--- config.mk ---
export PLATFORM = sky130hd
export DESIGN_NAME = core_mem_arbiter_flat
export DESIGN_NICKNAME = d
export VERILOG_FILES = /design/src/rtl/core_mem_arbiter_if.sv /design/src/rtl/core_mem_arbiter.sv /design/src/flat_wrapper.sv
export SDC_FILE = /design/constraint.sdc
export NUM_CORES = 1
export LEC_CHECK = 0
export ABC_AREA = 1
export BUFFER_PORTS_ARGS = -buffer_cell sky130_fd_sc_hd__buf_2
export CORE_AREA = 2 2 131 133
export DETAILED_ROUTE_END_ITERATION = 12
export DIE_AREA = 0 0 133 135
export HOLD_SLACK_MARGIN = 0.08
export PLACE_DENSITY = 0.81
export SYNTH_ARGS = -nofsm -noshare
export SYNTH_HDL_FRONTEND = slang
export SYNTH_SLANG_ARGS = --single-unit
--- constraint.sdc ---
create_clock -name clk -period 5.1 [get_ports clk]
set_input_delay 0.765 -clock clk [delete_from_list [all_inputs] [get_ports clk]]
set_output_delay 0.765 -clock clk [all_outputs]
set_load 0.02 [all_outputs]
--- src/rtl/core_mem_arbiter_if.sv ---
// Core load/store request bus and single-port memory bus shared through core_mem_arbiter.
// MEM_ARB_VGA_EN adds the read-only VGA requester signals.
interface core_mem_arbiter_if #(
  parameter int unsigned NUM_CORES = 16,
  parameter int unsigned ADDR_W    = 8,
  parameter int unsigned DATA_W    = 8
) ();
  logic [NUM_CORES-1:0]        Req;
  logic [NUM_CORES-1:0]        Wr_En;
  logic [NUM_CORES*ADDR_W-1:0] Addr;
  logic [NUM_CORES*DATA_W-1:0] Wr_Data;
  logic [NUM_CORES-1:0]        Ack;
  logic [DATA_W-1:0]           Rd_Data;
  logic                        mem_en;
  logic                        mem_wr_en;
  logic [ADDR_W-1:0]           mem_addr;
  logic [DATA_W-1:0]           mem_wr_data;
  logic [DATA_W-1:0]           mem_rd_data;
`ifdef MEM_ARB_VGA_EN
  logic                        vga_req;
  logic [ADDR_W-1:0]           vga_addr;
  logic                        vga_ack;
`endif

  // Arbiter side
  modport slave (
    input  Req, Wr_En, Addr, Wr_Data, mem_rd_data,
`ifdef MEM_ARB_VGA_EN
    input  vga_req, vga_addr,
    output vga_ack,
`endif
    output Ack, Rd_Data, mem_en, mem_wr_en, mem_addr, mem_wr_data
  );

  // Cores plus memory macro side
  modport master (
    output Req, Wr_En, Addr, Wr_Data, mem_rd_data,
`ifdef MEM_ARB_VGA_EN
    output vga_req, vga_addr,
    input  vga_ack,
`endif
    input  Ack, Rd_Data, mem_en, mem_wr_en, mem_addr, mem_wr_data
  );
endinterface

--- src/rtl/core_mem_arbiter.sv ---
// Round-robin arbiter granting one core access per cycle to a single-port memory,
// acknowledging two cycles after the grant. MEM_ARB_VGA_EN adds a top-priority VGA reader.
module core_mem_arbiter #(
  parameter int unsigned NUM_CORES = 16,
  parameter int unsigned ADDR_W    = 8,
  parameter int unsigned DATA_W    = 8
) (
  input  logic               clk,
  input  logic               reset,
  core_mem_arbiter_if.slave  bus
);
  localparam int unsigned ID_W = (NUM_CORES > 1) ? $clog2(NUM_CORES) : 1;

  logic [ID_W-1:0]      rr_ptr_q, rr_ptr_d;
  logic                 mem_en_q, mem_en_d;
  logic                 mem_wr_en_q, mem_wr_en_d;
  logic [ADDR_W-1:0]    mem_addr_q, mem_addr_d;
  logic [DATA_W-1:0]    mem_wr_data_q, mem_wr_data_d;
  logic [ID_W-1:0]      s1_id_q, s1_id_d;
  logic [NUM_CORES-1:0] ack_q, ack_d;

  logic                 s1_core_c;
  logic [NUM_CORES-1:0] elig_c;
  logic                 grant_c;
  logic [ID_W-1:0]      win_c;
  logic [ADDR_W-1:0]    addr_arr [NUM_CORES];
  logic [DATA_W-1:0]    wdata_arr [NUM_CORES];
  logic                 wr_arr [NUM_CORES];

`ifdef MEM_ARB_VGA_EN
  logic s1_vga_q, s1_vga_d;
  logic vga_ack_q, vga_ack_d;
  logic vga_grant_c;

  assign s1_core_c   = mem_en_q & ~s1_vga_q;
  assign vga_grant_c = bus.vga_req & ~(mem_en_q & s1_vga_q);
  assign bus.vga_ack = vga_ack_q;
`else
  assign s1_core_c = mem_en_q;
`endif

  // A core already in stage 1 or being acknowledged is not eligible again
  for (genvar g = 0; g < NUM_CORES; g++) begin : g_core
    assign addr_arr[g]  = bus.Addr[g*ADDR_W +: ADDR_W];
    assign wdata_arr[g] = bus.Wr_Data[g*DATA_W +: DATA_W];
    assign wr_arr[g]    = bus.Wr_En[g];
    assign elig_c[g]    = bus.Req[g] & ~ack_q[g] & ~(s1_core_c & (s1_id_q == ID_W'(g)));
  end

  // First eligible core at or after rr_ptr, wrapping
  always_comb begin
    grant_c = 1'b0;
    win_c   = '0;
    for (int unsigned k = 0; k < NUM_CORES; k++) begin
      if (!grant_c && elig_c[ID_W'((32'(rr_ptr_q) + k) % NUM_CORES)]) begin
        grant_c = 1'b1;
        win_c   = ID_W'((32'(rr_ptr_q) + k) % NUM_CORES);
      end
    end
  end

  always_comb begin
    rr_ptr_d      = rr_ptr_q;
    mem_en_d      = 1'b0;
    mem_wr_en_d   = 1'b0;
    mem_addr_d    = mem_addr_q;
    mem_wr_data_d = mem_wr_data_q;
    s1_id_d       = s1_id_q;
    ack_d         = '0;
    if (s1_core_c) begin
      ack_d[s1_id_q] = 1'b1;
    end
    if (grant_c) begin
      mem_en_d      = 1'b1;
      mem_wr_en_d   = wr_arr[win_c];
      mem_addr_d    = addr_arr[win_c];
      mem_wr_data_d = wdata_arr[win_c];
      s1_id_d       = win_c;
      rr_ptr_d      = (win_c == ID_W'(NUM_CORES - 1)) ? '0 : win_c + ID_W'(1);
    end
`ifdef MEM_ARB_VGA_EN
    s1_vga_d  = s1_vga_q;
    vga_ack_d = mem_en_q & s1_vga_q;
    // VGA overrides any core winner and leaves the rotation untouched
    if (vga_grant_c) begin
      mem_en_d      = 1'b1;
      mem_wr_en_d   = 1'b0;
      mem_addr_d    = bus.vga_addr;
      mem_wr_data_d = mem_wr_data_q;
      s1_id_d       = s1_id_q;
      rr_ptr_d      = rr_ptr_q;
      s1_vga_d      = 1'b1;
    end else if (grant_c) begin
      s1_vga_d = 1'b0;
    end
`endif
  end

  always_ff @(posedge clk) begin
    if (reset) begin
      rr_ptr_q      <= '0;
      mem_en_q      <= 1'b0;
      mem_wr_en_q   <= 1'b0;
      mem_addr_q    <= '0;
      mem_wr_data_q <= '0;
      s1_id_q       <= '0;
      ack_q         <= '0;
`ifdef MEM_ARB_VGA_EN
      s1_vga_q      <= 1'b0;
      vga_ack_q     <= 1'b0;
`endif
    end else begin
      rr_ptr_q      <= rr_ptr_d;
      mem_en_q      <= mem_en_d;
      mem_wr_en_q   <= mem_wr_en_d;
      mem_addr_q    <= mem_addr_d;
      mem_wr_data_q <= mem_wr_data_d;
      s1_id_q       <= s1_id_d;
      ack_q         <= ack_d;
`ifdef MEM_ARB_VGA_EN
      s1_vga_q      <= s1_vga_d;
      vga_ack_q     <= vga_ack_d;
`endif
    end
  end

  assign bus.Ack         = ack_q;
  assign bus.Rd_Data     = bus.mem_rd_data;
  assign bus.mem_en      = mem_en_q;
  assign bus.mem_wr_en   = mem_wr_en_q;
  assign bus.mem_addr    = mem_addr_q;
  assign bus.mem_wr_data = mem_wr_data_q;

endmodule

--- src/flat_wrapper.sv ---
// flat-port wrapper written by rule: the top's interface ports become plain ports
module core_mem_arbiter_flat 
#(
  parameter int unsigned NUM_CORES = 16,
  parameter int unsigned ADDR_W    = 8,
  parameter int unsigned DATA_W    = 8
)
  (clk, reset, bus_Req, bus_Wr_En, bus_Addr, bus_Wr_Data, bus_mem_rd_data, bus_Ack, bus_Rd_Data, bus_mem_en, bus_mem_wr_en, bus_mem_addr, bus_mem_wr_data);
  core_mem_arbiter_if #(.NUM_CORES(NUM_CORES), .ADDR_W(ADDR_W), .DATA_W(DATA_W)) bus_i ();
  input  logic clk;
  input  logic reset;
  input wire logic [$bits(bus_i.Req)-1:0] bus_Req;
  input wire logic [$bits(bus_i.Wr_En)-1:0] bus_Wr_En;
  input wire logic [$bits(bus_i.Addr)-1:0] bus_Addr;
  input wire logic [$bits(bus_i.Wr_Data)-1:0] bus_Wr_Data;
  input wire logic [$bits(bus_i.mem_rd_data)-1:0] bus_mem_rd_data;
  output wire logic [$bits(bus_i.Ack)-1:0] bus_Ack;
  output wire logic [$bits(bus_i.Rd_Data)-1:0] bus_Rd_Data;
  output wire logic [$bits(bus_i.mem_en)-1:0] bus_mem_en;
  output wire logic [$bits(bus_i.mem_wr_en)-1:0] bus_mem_wr_en;
  output wire logic [$bits(bus_i.mem_addr)-1:0] bus_mem_addr;
  output wire logic [$bits(bus_i.mem_wr_data)-1:0] bus_mem_wr_data;
  assign bus_i.Req = bus_Req;
  assign bus_i.Wr_En = bus_Wr_En;
  assign bus_i.Addr = bus_Addr;
  assign bus_i.Wr_Data = bus_Wr_Data;
  assign bus_i.mem_rd_data = bus_mem_rd_data;
  assign bus_Ack = bus_i.Ack;
  assign bus_Rd_Data = bus_i.Rd_Data;
  assign bus_mem_en = bus_i.mem_en;
  assign bus_mem_wr_en = bus_i.mem_wr_en;
  assign bus_mem_addr = bus_i.mem_addr;
  assign bus_mem_wr_data = bus_i.mem_wr_data;
  core_mem_arbiter #(.NUM_CORES(NUM_CORES), .ADDR_W(ADDR_W), .DATA_W(DATA_W)) u_core (.clk(clk), .reset(reset), .bus(bus_i));
endmodule
; Yosys cells after proc, flatten, opt, wreduce, memory -nomap -nowiden
; Cells that the tools add are included.
[word_totals]
register_bits = 42
inputBits = 298
out_inout_bits = 42
word_cells = 252
[op_classes]
addsub = 16
magnitude_cmp = 19
n_eq_ne = 16
muxes = 77
n_bitwise = 83
reduce_logical = 34
[ops]
columns = cell, n
row1 = < comparator 4 x 5 -> 1 bit (second input constant), 17
row2 = binary-select mux 1 bit (select 4 bit), 17
row3 = two-way mux 4 bit, 17
row4 = binary-select mux 8 bit (select 4 bit), 2
row5 = bitwise AND 1 bit, 48
row6 = == test 4 bit (second input constant), 9
row7 = two-way mux 1 bit, 36
row8 = NOT 1 bit, 34
row9 = adder 4 bit (second input constant), 8
row10 = two-way mux 8 bit, 4
row11 = adder 4 x 3 -> 4 bit (second input constant), 4
row12 = == test 4 x 3 -> 1 bit (second input constant), 4
row13 = logical AND 1 bit, 16
row14 = zero test 1 bit, 15
row15 = adder 4 x 1 -> 4 bit (second input constant), 2
row16 = adder 4 x 2 -> 4 bit (second input constant), 2
row17 = == test 4 x 2 -> 1 bit (second input constant), 2
row18 = greater-or-equal comparator 5 bit (second input constant), 1
row19 = NOT 4 -> 5 bit, 1
row20 = demux 1 bit (select 4 bit), 1
row21 = == test 4 x 1 -> 1 bit (second input constant), 1
row22 = greater-or-equal comparator 4 x 1 -> 1 bit (second input constant), 1
row23 = zero test 4 bit, 1
row24 = OR reduction 2 bit, 2

; Logic depth before layout (Yosys ltp)
; Gate-level depths: netlist of run 1.
[depth]
ltp_word = 56
depth_mapped = 31
ltp_nobuf = 29

; Least setup slack after synthesis of run 1
; Ideal clock, no wire load.
[synth_path]
path_type = reg2reg
from = register u_core.rr_ptr_q[1]
to = register u_core.rr_ptr_q[1]
setup_time_ns = 0.128
arrival_time_ns = 3.644
required_ns = 4.972
setup_slack_ns = 1.328
stages_incl_launch_ff = 24
n_path_buf = 4
synth_period_minus_slack_ns = 3.772
path_cell_list = dfxtp_1 > inv_1 > buf_2 > ha_1 > inv_1 > clkbuf_4 > nand3_1 > nand3_1 > nand3_1 > nand2_1 > nand4_4 > nor2_4 > nand4_1 > nor2_2 > nand4_2 > nor2_2 > nand4_2 > nor2_2 > nor2_4 > buf_4 > buf_6 > ha_1 > o21ai_0 > a21oi_1
[synth_via]
elab_chain_cells = 50
elab_cells_between_ends = 112
classes_between = add/sub (16) / eq/ne (1) / mux (65) / reduce/logical (30)
[synth_rtl]
columns = element, line
row1 = "start, declared", core_mem_arbiter.sv:14  ; logic [ID_W-1:0] rr_ptr_q, rr_ptr_d;
row2 = "start signal, assigned", core_mem_arbiter.sv:113  ; rr_ptr_q <= rr_ptr_d;
row3 = "parallel branches: the longest is 47 deep, another holds adder 4 x 1 -> 4 bit", --
row4 = two-way mux 4 bit (*), core_mem_arbiter.sv:55  ; if (!grant_c && elig_c[ID_W'((32'(rr_ptr_q) + k) % NUM_CORES)]) begin
row5 = named net u_core.win_c[1], core_mem_arbiter.sv:25  ; logic [ID_W-1:0] win_c;
row6 = adder 4 x 1 -> 4 bit / == test 4 bit (equally long branches), core_mem_arbiter.sv:79  ; rr_ptr_d = (win_c == ID_W'(NUM_CORES - 1)) ? '0 : win_c + ID_W'(1);
row7 = two-way mux 4 bit (*), core_mem_arbiter.sv:79
; Mark *: on every way through the listed nets, which the timed path passes. The select of a mux whose other input is x is not followed.
; A chain may end at the register's enable or synchronous reset.

; Worst setup path after layout of run 1
[layout_path]
from = register u_core.rr_ptr_q[2]
to = register u_core.mem_wr_data_q[6], in the netlist u_core.bus.mem_wr_data[6]
[layout_via]
elab_chain_cells = 52
elab_cells_between_ends = 113
classes_between = add/sub (15) / mux (67) / bitwise (1) / reduce/logical (30)
[layout_rtl]
columns = element, line
row1 = "parallel branches: the longest is 52 deep, another holds adder 4 x 1 -> 4 bit", --
row2 = "end signal, assigned", core_mem_arbiter.sv:117  ; mem_wr_data_q <= mem_wr_data_d;
row3 = "end, declared", core_mem_arbiter.sv:18  ; logic [DATA_W-1:0] mem_wr_data_q, mem_wr_data_d;
; Parallel ways; which one is timed is not known. The select of a mux whose other input is x is not followed.

==> results of run 1 <==
synth_stat cells (4+ instances only):
cell type  number
nand3_1       440
nand2_1       397
inv_1          96
nor2_1         75
dfxtp_1        42
buf_6          31
buf_2          26
buf_4          23
nand3b_1       15
o21ai_0        15
a21oi_1        12
nor2_2         11
ha_1            8
nand4_1         8
nand3_2         6
clkbuf_1        5
inv_2           4
nand2_4         4
xor2_1          4
registers in the layout (all words and copies together) (netlist names):
signal                  cells
u_core.bus.mem_addr         8
u_core.bus.mem_wr_data      8
u_core.bus.mem_en           1
u_core.bus.Ack             16
u_core.s1_id_q              4
u_core.rr_ptr_q             4
u_core.bus.mem_wr_en        1
tightest hold or removal path, stage by stage (launching register included):
cell,delay [ns]
dfxtp_1,0.35
nand2_1,0.08
a21oi_1,0.05
path summary, 6_finish.rpt:
kind | to | slack, ns | cells past startpoint
worst min register to register | u_core.s1_id_q[2] | 0.52 | 2
worst max register to register | u_core.bus.mem_wr_data[6] | 0.55 | 28
worst min-delay path | u_core.s1_id_q[2] | 0.52 | 2
worst max-delay path | u_core.bus.mem_wr_data[6] | 0.55 | 28
per-stage QoR:
step,std cells,worst slack [ns],util,hold WS [ns],area [um2]
2_1_floorplan,1248,1.33,-,0.495,6710
3_3_place_gp,1730,0.657,0.501,0.509,8220
3_5_place_dp,1730,0.587,0.501,0.514,8220
4_1_cts,1738,0.588,0.510,0.524,8370
5_1_grt,1739,0.102,0.510,0.549,8370
6_report,1739,0.553,0.510,0.521,8370
cell families (layout without fill, tap and decap cells):
| kind of cell | count (synthesis) | after routing | synth area share |
|---|---|---|---|
| xor gates and xnor gates | 6 | 6 | 0.0118 |
| adders and majority gates | 8 | 8 | 0.0149 |
| DFF | 42 | 42 | 0.125 |
| AOI/OAI and AO/OA | 36 | 36 | 0.0291 |
| other | 0 | 1 | 0 |
| buffers and inverters | 191 | 461 | 0.160 |
| and+or+nand+nor | 965 | 965 | 0.658 |
layer usage:
layer	part of all wire	up-vias	global-route usage	wire [um]
li1	-	4642	-	-
met1	0.43	4174	0.417	12200
met2	0.44	520	0.497	12600
met3	0.10	65	0.0646	2860
met4	0.032	0	0.0974	900
met5	0	-	0	0
layout make-up:
type	count	area, um2	share of cell area
multi-input combinational	1015	4800	0.573
timing repair buffer	351	1930	0.230
sequential	42	841	0.100
inverter	102	383	0.0457
tap	220	275	0.0329
clock buffer	6	129	0.0154
clock inverter	2	13.8	0.00164
antenna	1	2.50	0.000299
cells in the final DEF (no fill, tap or decap), types with 2 or more instances in the layout:
master	Yosys	final
nor2_2	11	12
ha_1	8	8
inv_2	4	4
nand2_1	397	397
nand3b_1	15	15
buf_4	23	20
o21ai_0	15	15
buf_2	26	323
a211oi_1	2	2
nor2_4	2	2
nand3_2	6	5
nand4_1	8	8
o21a_1	2	2
inv_1	96	96
a21oi_1	12	12
nand3_1	440	440
dfxtp_1	42	42
o21ai_1	2	2
xor2_1	4	4
nand2_4	4	4
nand3_4	1	2
nand4_2	2	2
clkinv_1	2	2
clkbuf_16	0	5
buf_12	0	8
nor2_1	75	74
==> run metrics, run 1 <==
top cell type's share of synthesized area=0.328; Clk pin slew, worst setup/hold paths=0.06 ns; vias after detailed routing=between 9000 and 10000; fin nets=1823; skew final=about 0.011 ns; delay-heaviest family, CP=simple AND/OR/NAND/NOR gates; DIE WIDTH=around 130 um; Finish-stage setup viols=0; Clock Latency Late Sink=about 0.29 ns; asr flop ratio synth=0; Area contributors post-synth=nand3_1 33%, nand2_1 22%, dfxtp_1 13%; Port Buffers=323; Netlist cell types=37; gp weighted congestion=~1.0; Slew Limit Headroom=0.496; io pins=between 300 and 400; crit share post-route=0.892; cts bufs inserted=5; setup repair after global routing missed its margin=no; Final ANT Viol Nets=0; Slew @ Worst Pin=0.756 ns; row count=47; CTS Hold Bufs=0; Synth Cell Area=approximately 6700 um2; Fin. Hold Viols=0; maximum clock frequency=0.220 GHz; Cells after Synth=around 1200; final wirelength=around 29000 um; Area Growth Syn to Fin=24.8%; worst path bufs/invs=6; critical path startpoint category=flop; YS warnings=0; full die area=around 18000 um2; H-tree levels=2; class of the most critical setup path=flop to flop; First-pass DRT Iterations=7; worst hold start=u_core.s1_id_q[2]; setup TNS=0 ns; Wirelength per Cell=16.4 um; CTS resizes=0; drt via density=approximately 5.4; vias in the first global route=between 8000 and 9000; number of synthesized flops with an enable pin=0; #FFs+latches synth=42; Iter 0 DRT Violations=roughly 900; core area=between 15000 and 20000 um2; initial antenna violation count=2; Min-Delay Path Class=flop to flop; Avg Inst Size Synth=~5.4 um2; slowest cell delay on critical path=0.54 ns; Crit-path slowest cell=dfxtp_1; Seq/Total Area, Yosys=0.125; post-CTS setup buffer count=0; Yosys top cell by area=nand3_1; Clock Path Buffers=2; Synthesized Nets=~1600; post-route minimum period=4.55 ns; HPWL after DPL=22700 um; ys flop type=dfxtp_1; CP Max Fanout=70; max-cap viol count=0; Layout fillers=~1700; root buffer cell=clkbuf_16; Initial Utilization=0.409; share of layout cells above drive strength 1=0.259; worst path required time=between 5 and 6 ns; run status=completed; r2r startpoint=u_core.rr_ptr_q[2]; first-pass GRT wire length=around 44000 um; DRC viols=0; die height=approximately 140 um; TritonCTS Sinks=42; Worst EP arrival=4.73 ns; Worst setup EP type=flop; All-Layer GR Usage=0.310; TritonCTS clock tree=built; Critical Path Source=u_core.rr_ptr_q[2]; global route overflow=0; largest net degree at the start of global routing=105; Final Max Tran Viols=0
Power of run 1 is not shown: default switching activity piles up to over one toggle a cycle in this logic, so the estimate is an artifact.
==> run 2: changes to the inputs <==
--- a/config.mk
+++ b/config.mk
@@ -9,4 +9,5 @@
 export BUFFER_PORTS_ARGS = -buffer_cell sky130_fd_sc_hd__buf_2
 export CORE_AREA = 2 2 131 133
+export CTS_CLUSTER_SIZE = 24
 export DETAILED_ROUTE_END_ITERATION = 12
 export DIE_AREA = 0 0 133 135
==> constraint.sdc (replaced) <==
create_clock -name clk -period 5.1 [get_ports clk]
set_input_delay 1.02 -clock clk [delete_from_list [all_inputs] [get_ports clk]]
set_output_delay 1.02 -clock clk [all_outputs]
set_load 0.02 [all_outputs]
==> run 2 against run 1 <==
Compared with the run above: global-route usage about the same; hold slack improved by 0.010 ns; clock skew decreased by 0.0022 ns; utilization increased by 0.30 points; cell count increased by 0.12%; routed wire length decreased by 0.28%; maximum frequency decreased by 0.95%; critical path type unchanged.
==> run metrics, run 2 (same netlist as run 1, synthesis figures left out) <==
Port Buffers=323 (unchanged); DRC viols=0 (unchanged); io pins=340 (unchanged); skew final=0.00839 ns (-0.00217 ns); setup TNS=0 ns (unchanged); CTS resizes=0 (unchanged); gp weighted congestion=0.986 (-1.3%); Worst path most repeated cell=nand3_1; worst path required time=5.34 ns (+0.05 ns); maximum clock frequency=0.218 GHz (-0.95%); Worst setup EP type=flop; CP Max Fanout=47 (-33%); post-CTS setup buffer count=0 (unchanged); Initial Utilization=0.409 (unchanged); min setup slack post-route=0.510 ns (-0.0434 ns); Final Max Tran Viols=0 (unchanged); core area=16400 um2 (unchanged); Setup WS pre-CTS=0.609 ns (+0.0217 ns); Slew Limit Headroom=0.484 (-0.0117); critical path startpoint category=flop; final wirelength=28500 um (-0.28%); Met2 Routed Length=12700 um (+0.54%); Crit-path slowest cell=dfxtp_1; row count=47 (unchanged); DIE WIDTH=133 um (unchanged); fin nets=1824 (+0.055%); worst path bufs/invs=5 (-1); TritonCTS Sinks=42 (unchanged); Finish-stage setup viols=0 (unchanged); All-Layer GR Usage=0.310 (+0.000473); slowest cell delay on critical path=0.67 ns (+0.13 ns); most common cell after layout, fill and taps aside=nand3_1; Clock Latency Late Sink=0.29 ns (about the same); H-tree levels=2 (unchanged); global route overflow=0 (unchanged); fin util=0.513 (+0.00297); Wirelength per Cell=16.4 um (-0.39%); run status=completed; vias in the first global route=8655 (+1.8%); cts bufs inserted=5 (unchanged); Clk pin slew, worst setup/hold paths=0.07 ns (about the same); routed length on met1=11800 um (-3.1%); root buffer cell=clkbuf_16; Fin. Hold Viols=0 (unchanged); first-pass GRT wire length=44600 um (+0.67%); Slew @ Worst Pin=0.773 ns (+0.0176 ns); drt via density=5.42 (+0.17%); die height=135 um (unchanged); Iter 0 DRT Violations=818 (-8.8%); HPWL after DPL=22700 um (+0.32%); TritonCTS clock tree=built; crit share post-route=0.900 (+0.00851); commonest non-fill, non-tap cells in the layout=440 x nand3_1, 397 x nand2_1, 323 x buf_2, 96 x inv_1, 74 x nor2_1; delay-heaviest family, CP=simple AND/OR/NAND/NOR gates; vias after detailed routing=9428 (+0.29%); post-route minimum period=4.59 ns (+0.0434 ns); largest net degree at the start of global routing=71 (-32%); max reg flops=16 (unchanged); Clock Path Buffers=2 (unchanged); initial antenna violation count=2 (unchanged); Final ANT Viol Nets=0 (unchanged); Top Layer Used=met4; full die area=18000 um2 (unchanged); setup repair after global routing missed its margin=no; WL met3=3090 um (+8.0%); Worst EP arrival=4.83 ns (+0.10 ns); class of the most critical setup path=flop to flop; max-cap viol count=0 (unchanged); First-pass DRT Iterations=6 (-1); Min-Delay Path Class=flop to flop; CTS Hold Bufs=0 (unchanged); Area Growth Syn to Fin=25.5%; share of layout cells above drive strength 1=0.260 (+0.00115)
run 2: final timing paths:
path | startpoint | to | slack, ns | cells after the start
setup reg to reg | u_core.rr_ptr_q[3] | u_core.bus.mem_addr[6] | 0.51 | 27
hold / removal | u_core.s1_id_q[2] | u_core.s1_id_q[2] | 0.53 | 2
setup / recovery | u_core.rr_ptr_q[3] | u_core.bus.mem_addr[6] | 0.51 | 27
hold reg to reg | u_core.s1_id_q[2] | u_core.s1_id_q[2] | 0.53 | 2
run 2: cell type report:
| type | instances | area, um2 |
|---|---|---|
| well taps | 220 | 275 |
| multi-input cells | 1015 | 4800 |
| fillers | 1744 | 7990 |
| repair buffers | 352 | 1950 |
| inverters | 102 | 383 |
| diodes | 2 | 5.00 |
| flip-flops and latches | 42 | 841 |
| clock inverters | 3 | 43.8 |
| clock buffers | 5 | 125 |
run 2: stage by stage:
step | area, um2 | hold WS (ns) | cells
floorplan | 6710 | 0.495 | 1248
global placement | 8240 | 0.508 | 1731
detailed placement | 8240 | 0.516 | 1731
CTS | 8410 | 0.526 | 1739
global route | 8420 | 0.576 | 1741
finish | 8420 | 0.531 | 1741
run 2: routing by layer:
layer  up-vias  track usage
met2       527        0.503
met5         -            0
li1       4645            -
met3        73       0.0646
met1      4183        0.410
met4         0        0.106
run 2: worst register-to-register path: cells and delay by family (launching register included):
kind                   cells  cell delay [ns]
buffers and inverters      5             0.98
and+or+nand+nor           21             2.61
DFF                        1             0.67
AOI/OAI and AO/OA          1             0.26
Power of run 2 is left out for the same reason.
==> run 3: changes to the inputs <==
Settings changed: BUFFER_PORTS_ARGS -buffer_cell sky130_fd_sc_hd__buf_2 to -buffer_cell sky130_fd_sc_hd__buf_4.
==> run 3 against run 2 <==
Compared with the run above: critical path type is now input pin to flop; cell count is essentially flat; die area unchanged; global-route usage grew 0.68 points; design area up 9.9%; via count shrank 0.25%; routed wire length rose by 3.4%; maximum frequency grew 1.3%; sequential cell count did not move.
==> run metrics, run 3 (same netlist as run 1, synthesis figures left out) <==
share of layout cells above drive strength 1=0.261 (+0.000487); class of the most critical setup path=input pin to flop; vias in the first global route=8819 (+1.9%); All-Layer GR Usage=0.317 (+0.00678); Iter 0 DRT Violations=922 (+13%); maximum clock frequency=0.221 GHz (+1.3%); Slew @ Worst Pin=0.707 ns (-0.0661 ns); max reg flops=16 (unchanged); Worst EP arrival=4.77 ns (-0.06 ns); Min-Delay Path Class=flop to flop; skew final=0.00396 ns (-0.00443 ns); initial antenna violation count=0 (-2); Clock Latency Late Sink=0.28 ns (about the same); HPWL after DPL=23500 um (+3.6%); cts bufs inserted=5 (unchanged); Clock Path Buffers=2 (unchanged); full die area=18000 um2 (unchanged); fin nets=1826 (+0.11%); Slew Limit Headroom=0.528 (+0.0441); critical path startpoint category=input pin; TritonCTS clock tree=built; Port Buffers=323 (unchanged); final wirelength=29400 um (+3.4%); first-pass GRT wire length=45800 um (+2.7%); worst path bufs/invs=6 (+1); die height=135 um (unchanged); vias after detailed routing=9404 (-0.25%); Wirelength per Cell=16.9 um (+3.5%); CP Max Fanout=51 (+8.5%); root buffer cell=clkbuf_16; most common cell after layout, fill and taps aside=nand3_1; post-CTS setup buffer count=0 (unchanged); Worst setup EP type=flop; slowest cell delay on critical path=0.44 ns (-0.23 ns); Crit-path slowest cell=buf_4; setup TNS=0 ns (unchanged); max-cap viol count=0 (unchanged); Clk pin slew, worst setup/hold paths=0.06 ns (about the same); global route overflow=0 (unchanged); CTS Hold Bufs=0 (unchanged); DIE WIDTH=133 um (unchanged); Finish-stage setup viols=0 (unchanged); drt via density=5.40 (-0.20%); io pins=340 (unchanged); DRC viols=0 (unchanged); TritonCTS Sinks=42 (unchanged); setup repair after global routing missed its margin=no; Initial Utilization=0.409 (unchanged); Ant. Diodes=0 (-2); worst path required time=5.33 ns (about the same); met1 Use GR=0.419 (+0.00926); Area Growth Syn to Fin=37.9%; busiest grt layer=met2; core area=16400 um2 (unchanged); Final ANT Viol Nets=0 (unchanged); H-tree levels=2 (unchanged); post-route minimum period=4.53 ns (-0.0574 ns); row count=47 (unchanged); commonest non-fill, non-tap cells in the layout=440 x nand3_1, 397 x nand2_1, 344 x buf_4, 96 x inv_1, 74 x nor2_1; largest net degree at the start of global routing=105 (+48%); crit share post-route=0.889 (-0.0113); First-pass DRT Iterations=5 (-1); gp weighted congestion=1.01 (+2.2%); run status=completed; Worst path most repeated cell=nand2_1; Final Max Tran Viols=0 (unchanged); CTS resizes=0 (unchanged); delay-heaviest family, CP=simple AND/OR/NAND/NOR gates; met2 usage=0.527 (+0.0233); Fin. Hold Viols=0 (unchanged); met3 usage=0.0612 (-0.00338)
[run 3: final timing paths]
kind	end	cells after the start	slack (ns)	start
max	u_core.bus.mem_wr_data[3]	28	0.57	bus_Req[12]
min	u_core.rr_ptr_q[3]	2	0.52	u_core.rr_ptr_q[3]
max reg2reg	u_core.bus.mem_wr_data[3]	28	0.57	u_core.rr_ptr_q[2]
min reg2reg	u_core.rr_ptr_q[3]	2	0.52	u_core.rr_ptr_q[3]
[run 3: layer usage]
metal / share of wire / wire length (um)
met2: 0.46 / 13400
met3: 0.10 / 2940
met1: 0.42 / 12300
met4: 0.026 / 767
met5: 0 / 0
[run 3: final cells by class]
class | count | area (um2)
clock buffers | 6 | 139
clock inverters | 1 | 30.0
fillers | 1710 | 7160
inverters | 102 | 383
multi-input cells | 1015 | 4800
flip-flops and latches | 42 | 841
well taps | 220 | 275
repair buffers | 354 | 2780
[run 3: worst reg2reg max path, delay by kind of cell, from the launching register on]
| kind | cells | cell delay, ns |
|---|---|---|
| simple gates | 21 | 2.64 |
| buf+inv | 5 | 0.73 |
| flops | 1 | 0.65 |
| fa+ha+maj | 1 | 0.27 |
| compound gates | 1 | 0.20 |
[run 3: metrics by stage]
| step | area [um2] | hold WS (ns) | util | setup WS [ns] | cells |
|---|---|---|---|---|---|
| final | 9250 | 0.524 | 0.564 | 0.567 | 1740 |
| after global routing | 9250 | 0.548 | 0.564 | 0.113 | 1740 |
| after CTS | 9250 | 0.517 | 0.564 | 0.688 | 1740 |
| after detailed placement | 9080 | 0.508 | 0.553 | 0.420 | 1733 |
| after global placement | 9080 | 0.485 | 0.553 | 0.442 | 1733 |
| after floorplan | 6710 | 0.495 | - | 1.33 | 1248 |
Power of run 3 is left out for the same reason.
